File: src/rtl/min_max_pkg.sv
// Shared definitions for the min/max sequencer and the min/max finder it drives.
package min_max_pkg;

  localparam int DATA_W      = 3;
  localparam int TIMEOUT_DEF = 12;

  typedef enum logic [4:0] {
    ST_COLLECT = 5'b00001,
    ST_ISSUE   = 5'b00010,
    ST_WAIT    = 5'b00100,
    ST_ACK     = 5'b01000,
    ST_RESULT  = 5'b10000
  } state_t;

  // The finder guarantees hi >= lo, so a plain modular difference is exact.
  function automatic logic [DATA_W-1:0] data_range(input logic [DATA_W-1:0] hi,
                                                   input logic [DATA_W-1:0] lo);
    return hi - lo;
  endfunction

endpackage

File: src/rtl/seq_watchdog.sv
// Done-wait watchdog: counts qualifying cycles and flags the cycle that reaches TIMEOUT.
module seq_watchdog
  import min_max_pkg::*;
#(
  parameter int TIMEOUT = TIMEOUT_DEF
) (
  input  logic clk,
  input  logic reset,
  input  logic clr,
  input  logic inc,
  output logic expired
);

  localparam int CW = $clog2(TIMEOUT + 1);

  logic [CW-1:0] cnt_q, cnt_d;

  // Combinational so the owner can leave WAIT on the very cycle the limit is hit.
  assign expired = inc && (cnt_q == CW'(TIMEOUT - 1));

  always_comb begin
    cnt_d = cnt_q;
    if (clr) begin
      cnt_d = '0;
    end else if (inc) begin
      cnt_d = cnt_q + 1'b1;
    end
  end

  always_ff @(posedge clk) begin
    if (reset) begin
      cnt_q <= '0;
    end else begin
      cnt_q <= cnt_d;
    end
  end

endmodule

File: src/rtl/min_max_sequencer.sv
// Gathers sample triples, hands them to an external min/max finder and
// presents max, min and range downstream with a valid/ready handshake.
//
// state   | meaning
// COLLECT | accept three samples into xin, yin, zin
// ISSUE   | one-cycle start pulse to the finder
// WAIT    | wait for Done while the watchdog runs
// ACK     | one-cycle ack pulse to the finder
// RESULT  | hold out_valid until out_ready
module min_max_sequencer
  import min_max_pkg::*;
#(
  parameter int TIMEOUT = TIMEOUT_DEF
) (
  input  logic              clk,
  input  logic              reset,
  input  logic              in_valid,
  input  logic [DATA_W-1:0] in_data,
  output logic              in_ready,
  output logic              start,
  output logic              ack,
  output logic [DATA_W-1:0] xin,
  output logic [DATA_W-1:0] yin,
  output logic [DATA_W-1:0] zin,
  input  logic              Done,
  input  logic [DATA_W-1:0] max,
  input  logic [DATA_W-1:0] min,
  output logic              out_valid,
  input  logic              out_ready,
  output logic [DATA_W-1:0] out_max,
  output logic [DATA_W-1:0] out_min,
  output logic [DATA_W-1:0] out_range,
  output logic [7:0]        count,
  output logic              err
);

  state_t            state_q, state_d;
  logic [1:0]        idx_q, idx_d;
  logic [DATA_W-1:0] xin_q, xin_d, yin_q, yin_d, zin_q, zin_d;
  logic [DATA_W-1:0] out_max_q, out_max_d, out_min_q, out_min_d;
  logic [DATA_W-1:0] out_range_q, out_range_d;
  logic [7:0]        count_q, count_d;
  logic              err_q, err_d;
  logic              timed_out_q, timed_out_d;
  logic              wd_clr, wd_inc, wd_expired;

  assign wd_clr = (state_q != ST_WAIT);
  assign wd_inc = (state_q == ST_WAIT) && !Done;

  seq_watchdog #(
    .TIMEOUT (TIMEOUT)
  ) u_watchdog (
    .clk     (clk),
    .reset   (reset),
    .clr     (wd_clr),
    .inc     (wd_inc),
    .expired (wd_expired)
  );

  always_comb begin
    state_d     = state_q;
    idx_d       = idx_q;
    xin_d       = xin_q;
    yin_d       = yin_q;
    zin_d       = zin_q;
    out_max_d   = out_max_q;
    out_min_d   = out_min_q;
    out_range_d = out_range_q;
    count_d     = count_q;
    err_d       = err_q;
    timed_out_d = timed_out_q;

    unique case (state_q)
      ST_COLLECT: begin
        if (in_valid) begin
          unique case (idx_q)
            2'd0:    xin_d = in_data;
            2'd1:    yin_d = in_data;
            default: zin_d = in_data;
          endcase
          if (idx_q == 2'd2) begin
            idx_d   = 2'd0;
            state_d = ST_ISSUE;
          end else begin
            idx_d = idx_q + 2'd1;
          end
        end
      end
      ST_ISSUE: begin
        timed_out_d = 1'b0;
        state_d     = ST_WAIT;
      end
      ST_WAIT: begin
        if (Done) begin
          out_max_d   = max;
          out_min_d   = min;
          out_range_d = data_range(max, min);
          state_d     = ST_ACK;
        end else if (wd_expired) begin
          // Finder is left running; only this sequencer gives up on the triple.
          err_d       = 1'b1;
          timed_out_d = 1'b1;
          state_d     = ST_ACK;
        end
      end
      ST_ACK: begin
        state_d = timed_out_q ? ST_COLLECT : ST_RESULT;
      end
      ST_RESULT: begin
        if (out_ready) begin
          if (count_q != 8'hFF) begin
            count_d = count_q + 8'd1;
          end
          state_d = ST_COLLECT;
        end
      end
      default: begin
        state_d = ST_COLLECT;
        idx_d   = 2'd0;
      end
    endcase
  end

  always_ff @(posedge clk) begin
    if (reset) begin
      state_q     <= ST_COLLECT;
      idx_q       <= 2'd0;
      xin_q       <= '0;
      yin_q       <= '0;
      zin_q       <= '0;
      out_max_q   <= '0;
      out_min_q   <= '0;
      out_range_q <= '0;
      count_q     <= 8'd0;
      err_q       <= 1'b0;
      timed_out_q <= 1'b0;
    end else begin
      state_q     <= state_d;
      idx_q       <= idx_d;
      xin_q       <= xin_d;
      yin_q       <= yin_d;
      zin_q       <= zin_d;
      out_max_q   <= out_max_d;
      out_min_q   <= out_min_d;
      out_range_q <= out_range_d;
      count_q     <= count_d;
      err_q       <= err_d;
      timed_out_q <= timed_out_d;
    end
  end

  // Handshake strobes decode straight from the one-hot state register.
  assign in_ready  = (state_q == ST_COLLECT);
  assign start     = (state_q == ST_ISSUE);
  assign ack       = (state_q == ST_ACK);
  assign out_valid = (state_q == ST_RESULT);
  assign xin       = xin_q;
  assign yin       = yin_q;
  assign zin       = zin_q;
  assign out_max   = out_max_q;
  assign out_min   = out_min_q;
  assign out_range = out_range_q;
  assign count     = count_q;
  assign err       = err_q;

endmodule
File: config.mk
export PLATFORM = sky130hd
export DESIGN_NAME = min_max_sequencer
export DESIGN_NICKNAME = d
export VERILOG_FILES = /design/src/rtl/min_max_pkg.sv /design/src/rtl/seq_watchdog.sv /design/src/rtl/min_max_sequencer.sv
export SDC_FILE = /design/constraint.sdc
export NUM_CORES = 1
export LEC_CHECK = 0
export BUFFER_PORTS_ARGS = -buffer_cell sky130_fd_sc_hd__buf_2
export CAP_MARGIN = 20
export CORE_MARGIN = 5
export CORE_UTILIZATION = 52
export CTS_CLUSTER_SIZE = 8
export DETAILED_ROUTE_END_ITERATION = 7
export PLACE_DENSITY = 0.76
export SETUP_SLACK_MARGIN = 0.5
export SYNTH_ARGS = -nofsm -noshare
export SYNTH_HDL_FRONTEND = slang
export SYNTH_SLANG_ARGS = --single-unit
File: constraint.sdc
create_clock -name clk -period 2.02 [get_ports clk]
set_input_delay 0.404 -clock clk [delete_from_list [all_inputs] [get_ports clk]]
set_output_delay 0.404 -clock clk [all_outputs]
set_load 0.02 [all_outputs]
# Word-level counts from Yosys, hierarchy flattened
# Cells that the tools add are included.
dict set report op_classes {
  n_addsub 4
  multipliers 0
  div_mod_pow 0
  order_cmp 0
  eq_ne 16
  shift 0
  muxes 13
  bitwise 3
  reduce_logical 17
}
# operator n
set ops {}
lappend ops {{$mux W5} 6}
lappend ops {{$pmux W5 S5} 1}
lappend ops {{$reduce_and A3 Y1} 6}
lappend ops {{$add A8 B1 Y8 const B} 1}
lappend ops {{$ne A8 B8 Y1 const B} 1}
lappend ops {{$ne A2 B1 Y1 const B} 3}
lappend ops {{$eq A5 B1 Y1 const B} 1}
lappend ops {{$eq A5 B2 Y1 const B} 1}
lappend ops {{$eq A5 B3 Y1 const B} 1}
lappend ops {{$eq A5 B4 Y1 const B} 1}
lappend ops {{$eq A5 B5 Y1 const B} 1}
lappend ops {{$ne A5 B3 Y1 const B} 1}
lappend ops {{$add A4 B1 Y4 const B} 1}
lappend ops {{$eq A4 B4 Y1 const B} 1}
lappend ops {{$mux W2} 2}
lappend ops {{$ne A2 B2 Y1 const B} 2}
lappend ops {{$pmux W2 S2} 1}
lappend ops {{$reduce_and A2 Y1} 2}
lappend ops {{$reduce_and A4 Y1} 1}
lappend ops {{$reduce_or A2 Y1} 2}
lappend ops {{$reduce_or A4 Y1} 1}
lappend ops {{$ne A3 B2 Y1 const B} 1}
lappend ops {{$not A1 Y1} 3}
lappend ops {{$sub A3 B3 Y3} 1}
lappend ops {{other kinds (9)} 11}
dict set report totals {
  register_bits 39
  latch_bits 0
  ram_bits 0
  romBits 0
  word_cells 65
  n_memories 0
}

# Logic depth before layout (Yosys ltp)
# Gate-level depths: netlist of the first run.
dict set report depth {
  ltp_word 6
  depth_mapped 7
  depth_no_buf 7
}

# Cells and area by module
# A second synthesis of the first run with hierarchy kept.
dict set report unflattened {
  hier_cells 191
  area_unflattened_um2 1846.8
}
# mod instances cells_per_inst area_each_um2 seq_area_each_um2
set modules_own_cells {}
lappend modules_own_cells {min_max_sequencer 1 173 1624.1 700.7}
lappend modules_own_cells {seq_watchdog 1 18 222.7 80.1}

# Least setup slack after synthesis of the first run
# Ideal clock, no wire load.
dict set report synth_timing {
  kind {flip-flop to flip-flop}
  from {reg state_q[2]}
  to {reg state_q[0]}
  setup_ps 120
  t_arrival_ps 1866
  required_ps 1900
  slack_ps 34
  stages_incl_launch_ff 5
  path_buffers 0
  cell_sequence {dfxtp_1 > or3_4 > nor3b_1 > nor4_1 > o31a_1}
}
dict set report synth_between {
  word_cells_on_any_way 13
}
# element line
set synth_rtl {}
lappend synth_rtl {{start, declared} min_max_sequencer.sv:37} ;# state_t state_q, state_d;
lappend synth_rtl {{start signal, assigned} min_max_sequencer.sv:138} ;# state_q <= state_d;
lappend synth_rtl {{$eq A5 B4 Y1} -}
lappend synth_rtl {{via ack} min_max_sequencer.sv:21} ;# output logic ack,
lappend synth_rtl {{$pmux W5 S5} min_max_sequencer.sv:73} ;# unique case (state_q)
# The timed path passes the listed nets, and every way through them passes these cells.
# A chain may end at the register's enable or synchronous reset.

# Final worst setup path of the first run
dict set report layout_timing {
  from {reg state_q[4]}
  to {out in_ready}
}
dict set report layout_between {
  elab_chain_cells 1
}
# element line
set layout_lines {}
lappend layout_lines {{$eq A5 B1 Y1} min_max_sequencer.sv:153} ;# assign in_ready = (state_q == ST_COLLECT);
lappend layout_lines {{end, declared} min_max_sequencer.sv:19} ;# output logic in_ready,
# Every way passes these cells.

==> results of run 1 <==
[cell type report]
type | count | area (um2) | share of cell area
inverters | 8 | 32.5 | 0.0129
clock inverters | 3 | 67.6 | 0.0267
repair buffers | 67 | 457 | 0.180
multi-input cells | 136 | 1090 | 0.430
well taps | 46 | 57.6 | 0.0227
flip-flops and latches | 39 | 792 | 0.313
clock buffers | 5 | 37.5 | 0.0148
[worst max-delay path, stage by stage (launching register included)]
cell	delay (ns)
dfxtp_4	0.36
or3_4	0.41
or2_4	0.26
inv_4	0.06
buf_6	0.11
[how the worst max path moves through the flow]
| stage | end | slack [ns] | cells past startpoint |
|---|---|---|---|
| after global placement | idx_q[0] | 0.27 | 5 |
| after detailed placement | idx_q[0] | 0.26 | 5 |
| after floorplan | idx_q[0] | 0.44 | 5 |
| after CTS | in_ready | 0.05 | 4 |
| after global routing | in_ready | 0.02 | 4 |
| final | in_ready | 0.05 | 4 |
[power groups by stage]
stage | Combinational [mW] | Clock, mW | Sequential [mW]
floorplan | 0.194 | 0 | 0.895
global placement | 0.294 | 0 | 0.862
detailed placement | 0.297 | 0 | 0.862
CTS | 0.371 | 0.667 | 0.844
global route | 0.420 | 0.706 | 0.854
finish | 0.394 | 0.655 | 0.848
[per-stage QoR]
stage / util / power, mW
6_report: 0.771 / 1.90
4_1_cts: 0.749 / 1.88
3_3_place_gp: 0.629 / 1.16
3_5_place_dp: 0.629 / 1.16
5_1_grt: 0.771 / 1.98
2_1_floorplan: - / 1.09
[sequential cells by signal, summed over array words and instances, names as in the netlist, 2 cells and up]
| register | cells |
|---|---|
| yin | 3 |
| zin | 3 |
| out_range | 3 |
| count | 8 |
| state_q | 5 |
| idx_q | 2 |
| xin | 3 |
| out_min | 3 |
| u_watchdog.cnt_q | 4 |
| out_max | 3 |
[what timing repair did]
| action | CTS | global route |
|---|---|---|
| resized for setup | 43 | 7 |
| endpoints found under the setup margin | 41 | 43 |
| setup buffers | 17 | 3 |
| pin swaps | 20 | 10 |
[kinds of logic after synthesis]
family	after synthesis
simple gates	75
flops	39
buf+inv	16
compound gates	38
fa+ha+maj	4
xor+xnor	5
mux	14
[routing by layer]
| metal | vias up | global-route usage | share of wire |
|---|---|---|---|
| li1 | 829 | - | - |
| met1 | 802 | 0.264 | 0.43 |
| met2 | 63 | 0.366 | 0.48 |
| met3 | 13 | 0.0525 | 0.068 |
| met4 | 0 | 0.102 | 0.021 |
| met5 | - | 0 | 0 |
[cell usage in the layout, fill, tap and decap left out, drive strengths merged, types with 5 or more instances in the layout]
cell type and n:
a21oi 15, buf 67, clkbuf 5, dfxtp 39, inv 8, mux2i 14, nand2 8, nand3 8
nor2 21, nor3 10, o21ai 5, or3 5
==> out/metrics.yaml, run 1 <==
insertion_delay_ns: 0.36
combinationalPowerShare: 0.208
cts.sinks: 39
outcome: "completed"
wire_per_inst_um: 15.4
cts_tree: "built"
clkPwrFrac: 0.345
yosys.area.top_type_share: 0.447
design_area_mm2: 0.00253
grt-ovfl-total: 0
startpoint: "state_q[4]"
dp_slack_ns: 0.257
p_seq_frac: 0.447
r2r-end: "yin[0]"
dieArea_mm2: 0.00462
finalSetupTns_ns: 0
grt.total_usage: 0.219
start_kind: "flop"
numCtsBuffers: 5
p_leak_nw: 1.04
first_pass_iters: 5
clk_pin_slew_ns: 0.12
final-hold-violation-count: 0
synth_commonest_cells: "39 x dfxtp_1, 20 x nor2_1, 15 x a21oi_1, 14 x mux2i_1, 9 x nor3_1"
relSlewSlack: 0.693
crit_path_max_fanout: 3
fin_crit_ns: 1.97
worst-setup-path-type: "reg2out"
r2r_setup_slack_ns: 0.15
drtIter0Drc: 71
worst-endpoint-required_ns: 1.62
grt_pass1_vias: 1655
ctsHoldBuffers: 0
synth_compound_area_frac: 0.147
syn_nets: 209
setup_viol: 0
intPower_mw: 1.38
hold_slack_ns: 0.278
synth_top_family_by_area: "simple AND/OR/NAND/NOR gates"
synth-simple-area-share: 0.233
area.growth.synth_to_final_pct: 44.9
yosys.area_share.xor_xnor: 0.0251
die_h_um: 68.0
synth_cell_types: 42
period_share: 0.973
yosysSeqAreaShare: 0.447
routed_wl_um: 4670
yosys.area_share.adder: 0.0330
cts_root_buf: "clkbuf_4"
fin_worst_skew_ns: 0.0114
syn_inst: 191
start_util: 0.532
h-tree-depth: 2
synth-edff-count: 0
die_x_um: 68.0
syn_area_mm2: 0.00175
synthMuxAreaShare: 0.0802
syn_area_per_cell_um2: 9.14
hold_depth: 3
synth_warnings: 0
drc: 0
r2r-start: "state_q[4]"
ir_worst_vdd_mv: 0.564
hold_start: "max[1]"
grt_pass1_wl_um: 7510
synth-seq-cells: 39
grt_antenna_before_repair: 0
top_level_ports: 45
worstMarginPinSlew_ns: 0.461
avgViaCountPerCell: 5.62
port_buffers: 44
dp.cells: 276
diodes: 0
drtAntennaViolNets: 0
fin_cells: 304
dp_hpwl_um: 2850
arrival_ns: 1.56
drive_gt1_frac: 0.442
maxSlewViolCount: 0
postSynth.asyncResetShare: 0
end_kind: "output pin"
worstRegToRegCells: 7
synth.most_common_cell: "dfxtp_1"
clock_path_buffers: 2
swShare: 0.273
place_congestion: 0.787
dpl_cell_area_mm2: 0.00206
yosysTopAreaCell: "dfxtp_1"
rsz0062_at_grt: "true"
vias: 1707
min_to: "out_max[1]"
rows: 21
nets: 275
num-fill-cells: 221
coreArea_mm2: 0.00328
dominantRegCellSynth: "dfxtp_1"
power.switching_uw: 518
p_per_area_mw_per_mm2: 749
fmax_mhz: 509
synth_area_leaders: "dfxtp_1 45%, mux2i_1 8.0%, a21oi_1 4.3%"
grt_max_degree: 23
worst_slack_ns: 0.0540
hold_class: "in2reg"
drv_cap: 0
No activity file was read; power rests on OpenSTA's default activity.
==> run 2, diff against run 1 <==
- CORE_MARGIN: 5 -> 2
==> out/metrics.yaml, run 2 (synthesized netlist as in run 1, its figures left out) <==
start_util: 0.532
grt_max_degree: 24
grt_pass1_wl_um: 7670
maxSlewViolCount: 0
drc: 0
ff_latch_area_um2: 797
outcome: "completed"
timing.critical_path.cells: "or3_4 > or2_4 > inv_4 > buf_6"
worstMarginPinSlew_ns: 0.601
drtAntennaViolNets: 0
crit_path_max_fanout: 3
end_kind: "output pin"
worstRegToRegCells: 6
worst-setup-path-type: "reg2out"
routed_wl_um: 5550
insertion_delay_ns: 0.35
r2r-end: "idx_q[0]"
dieArea_mm2: 0.00384
final-hold-violation-count: 0
fmax_mhz: 505
arrival_ns: 1.58
critical-path-max-stage-delay_ns: 0.42
fin_worst_skew_ns: 0.0114
final_cell_mix: "40 x buf_2, 32 x dfxtp_1, 18 x nor2_1, 18 x buf_4"
worst_slack_ns: 0.0388
drtIter0Drc: 107
rows: 21
top_level_ports: 45
setup_viol: 0
p_per_area_mw_per_mm2: 615
h-tree-depth: 2
drv_cap: 0
avgViaCountPerCell: 5.83
final_util: 0.827
die_x_um: 62.0
grt.total_usage: 0.277
hold_start: "min[0]"
r2r_setup_slack_ns: 0.18
numCtsBuffers: 5
hold_depth: 3
die_h_um: 62.0
vias: 1820
ir_worst_vdd_mv: 0.538
relSlewSlack: 0.599
p_leak_nw: 1.10
port_buffers: 44
grt-ovfl-total: 0
grt_pass1_vias: 1651
r2r-start: "state_q[4]"
fin_crit_ns: 1.98
wire_per_inst_um: 17.8
place_congestion: 0.753
start_kind: "flop"
dp_slack_ns: 0.240
min_to: "out_min[0]"
cts_tree: "built"
rsz0062_at_grt: "true"
period_share: 0.981
cts_root_buf: "clkbuf_4"
multiInputGateArea_mm2: 0.00125
hold_class: "in2reg"
largest_reg_flops: 8
worst-endpoint-required_ns: 1.62
crit_slowest_cell: "or3_4"
clock_path_buffers: 2
first_pass_iters: 4
drive_gt1_frac: 0.530
diodes: 0
fin_cells: 312
nets: 283
finalSetupTns_ns: 0
dp_hpwl_um: 2780
dp.cells: 278
area.growth.synth_to_final_pct: 55.6
num-fill-cells: 203
coreArea_mm2: 0.00328
total_power_mw: 1.67
clk_pin_slew_ns: 0.12
cts.sinks: 39
grt_antenna_before_repair: 0
final_common_cell: "buf_2"
==> run 2: cell count changes in the layout (fill, tap and decap cells not counted), moves of 2 or more <==
cell       delta
a21oi_1       -5
a21oi_2       +5
buf_4         +3
buf_6         +3
clkinv_2      +3
o311ai_4      +3
bufinv_16     -2
dfxtp_1       -2
o311ai_0      -2
==> run 2: where the power goes <==
group | internal (mW) | total [mW] | switching (mW)
sequential | 0.813 | 0.848 | 0.0349
clock | 0.130 | 0.390 | 0.261
combinational | 0.204 | 0.432 | 0.229
total | 1.15 | 1.67 | 0.524
==> run 2: stage by stage <==
stage / instance area (um2) / hold slack (ns)
final: 2720 / 0.311
after global routing: 2720 / 0.314
after CTS: 2480 / 0.288
after detailed placement: 2080 / 0.438
after global placement: 2080 / 0.433
after floorplan: 1800 / 0.464
==> run 2: timing repair <==
| item | in CTS | in global routing |
|---|---|---|
| hold buffers | 0 | 0 |
| pin swaps | 24 | 15 |
| setup buffers | 19 | 6 |
| setup endpoints to repair | 32 | 43 |
| gates cloned | 1 | 0 |
| resized for setup | 52 | 37 |
==> run 2: layout make-up <==
type,instances,share of cell area
repair buffers,74,0.194
inverters,8,0.0120
multi-input cells,137,0.460
flip-flops and latches,39,0.293
well taps,46,0.0212
clock buffers,5,0.0138
clock inverters,3,0.00552
==> run 2: critical path: cells and delay by family (launching register included) <==
family | cells | cell delay, ns
simple gates | 2 | 0.69
buf+inv | 2 | 0.17
flops | 1 | 0.37
==> run 2: worst max-delay path by stage <==
| stage | start | endpoint | slack, ns | cells after the start |
|---|---|---|---|---|
| floorplan | in_valid | idx_q[0] | 0.44 | 5 |
| global placement | in_valid | idx_q[0] | 0.26 | 5 |
| detailed placement | in_valid | idx_q[0] | 0.24 | 5 |
| CTS | state_q[4] | in_ready | 0.06 | 4 |
| global route | state_q[3] | in_ready | -0.03 | 4 |
| finish | state_q[4] | in_ready | 0.04 | 4 |
==> run 2: routing by layer <==
| layer | part of all wire | up-vias | global-route usage |
|---|---|---|---|
| li1 | - | 844 | - |
| met1 | 0.39 | 864 | 0.297 |
| met2 | 0.51 | 90 | 0.478 |
| met3 | 0.075 | 22 | 0.110 |
| met4 | 0.030 | 0 | 0.125 |
| met5 | 0 | - | 0 |
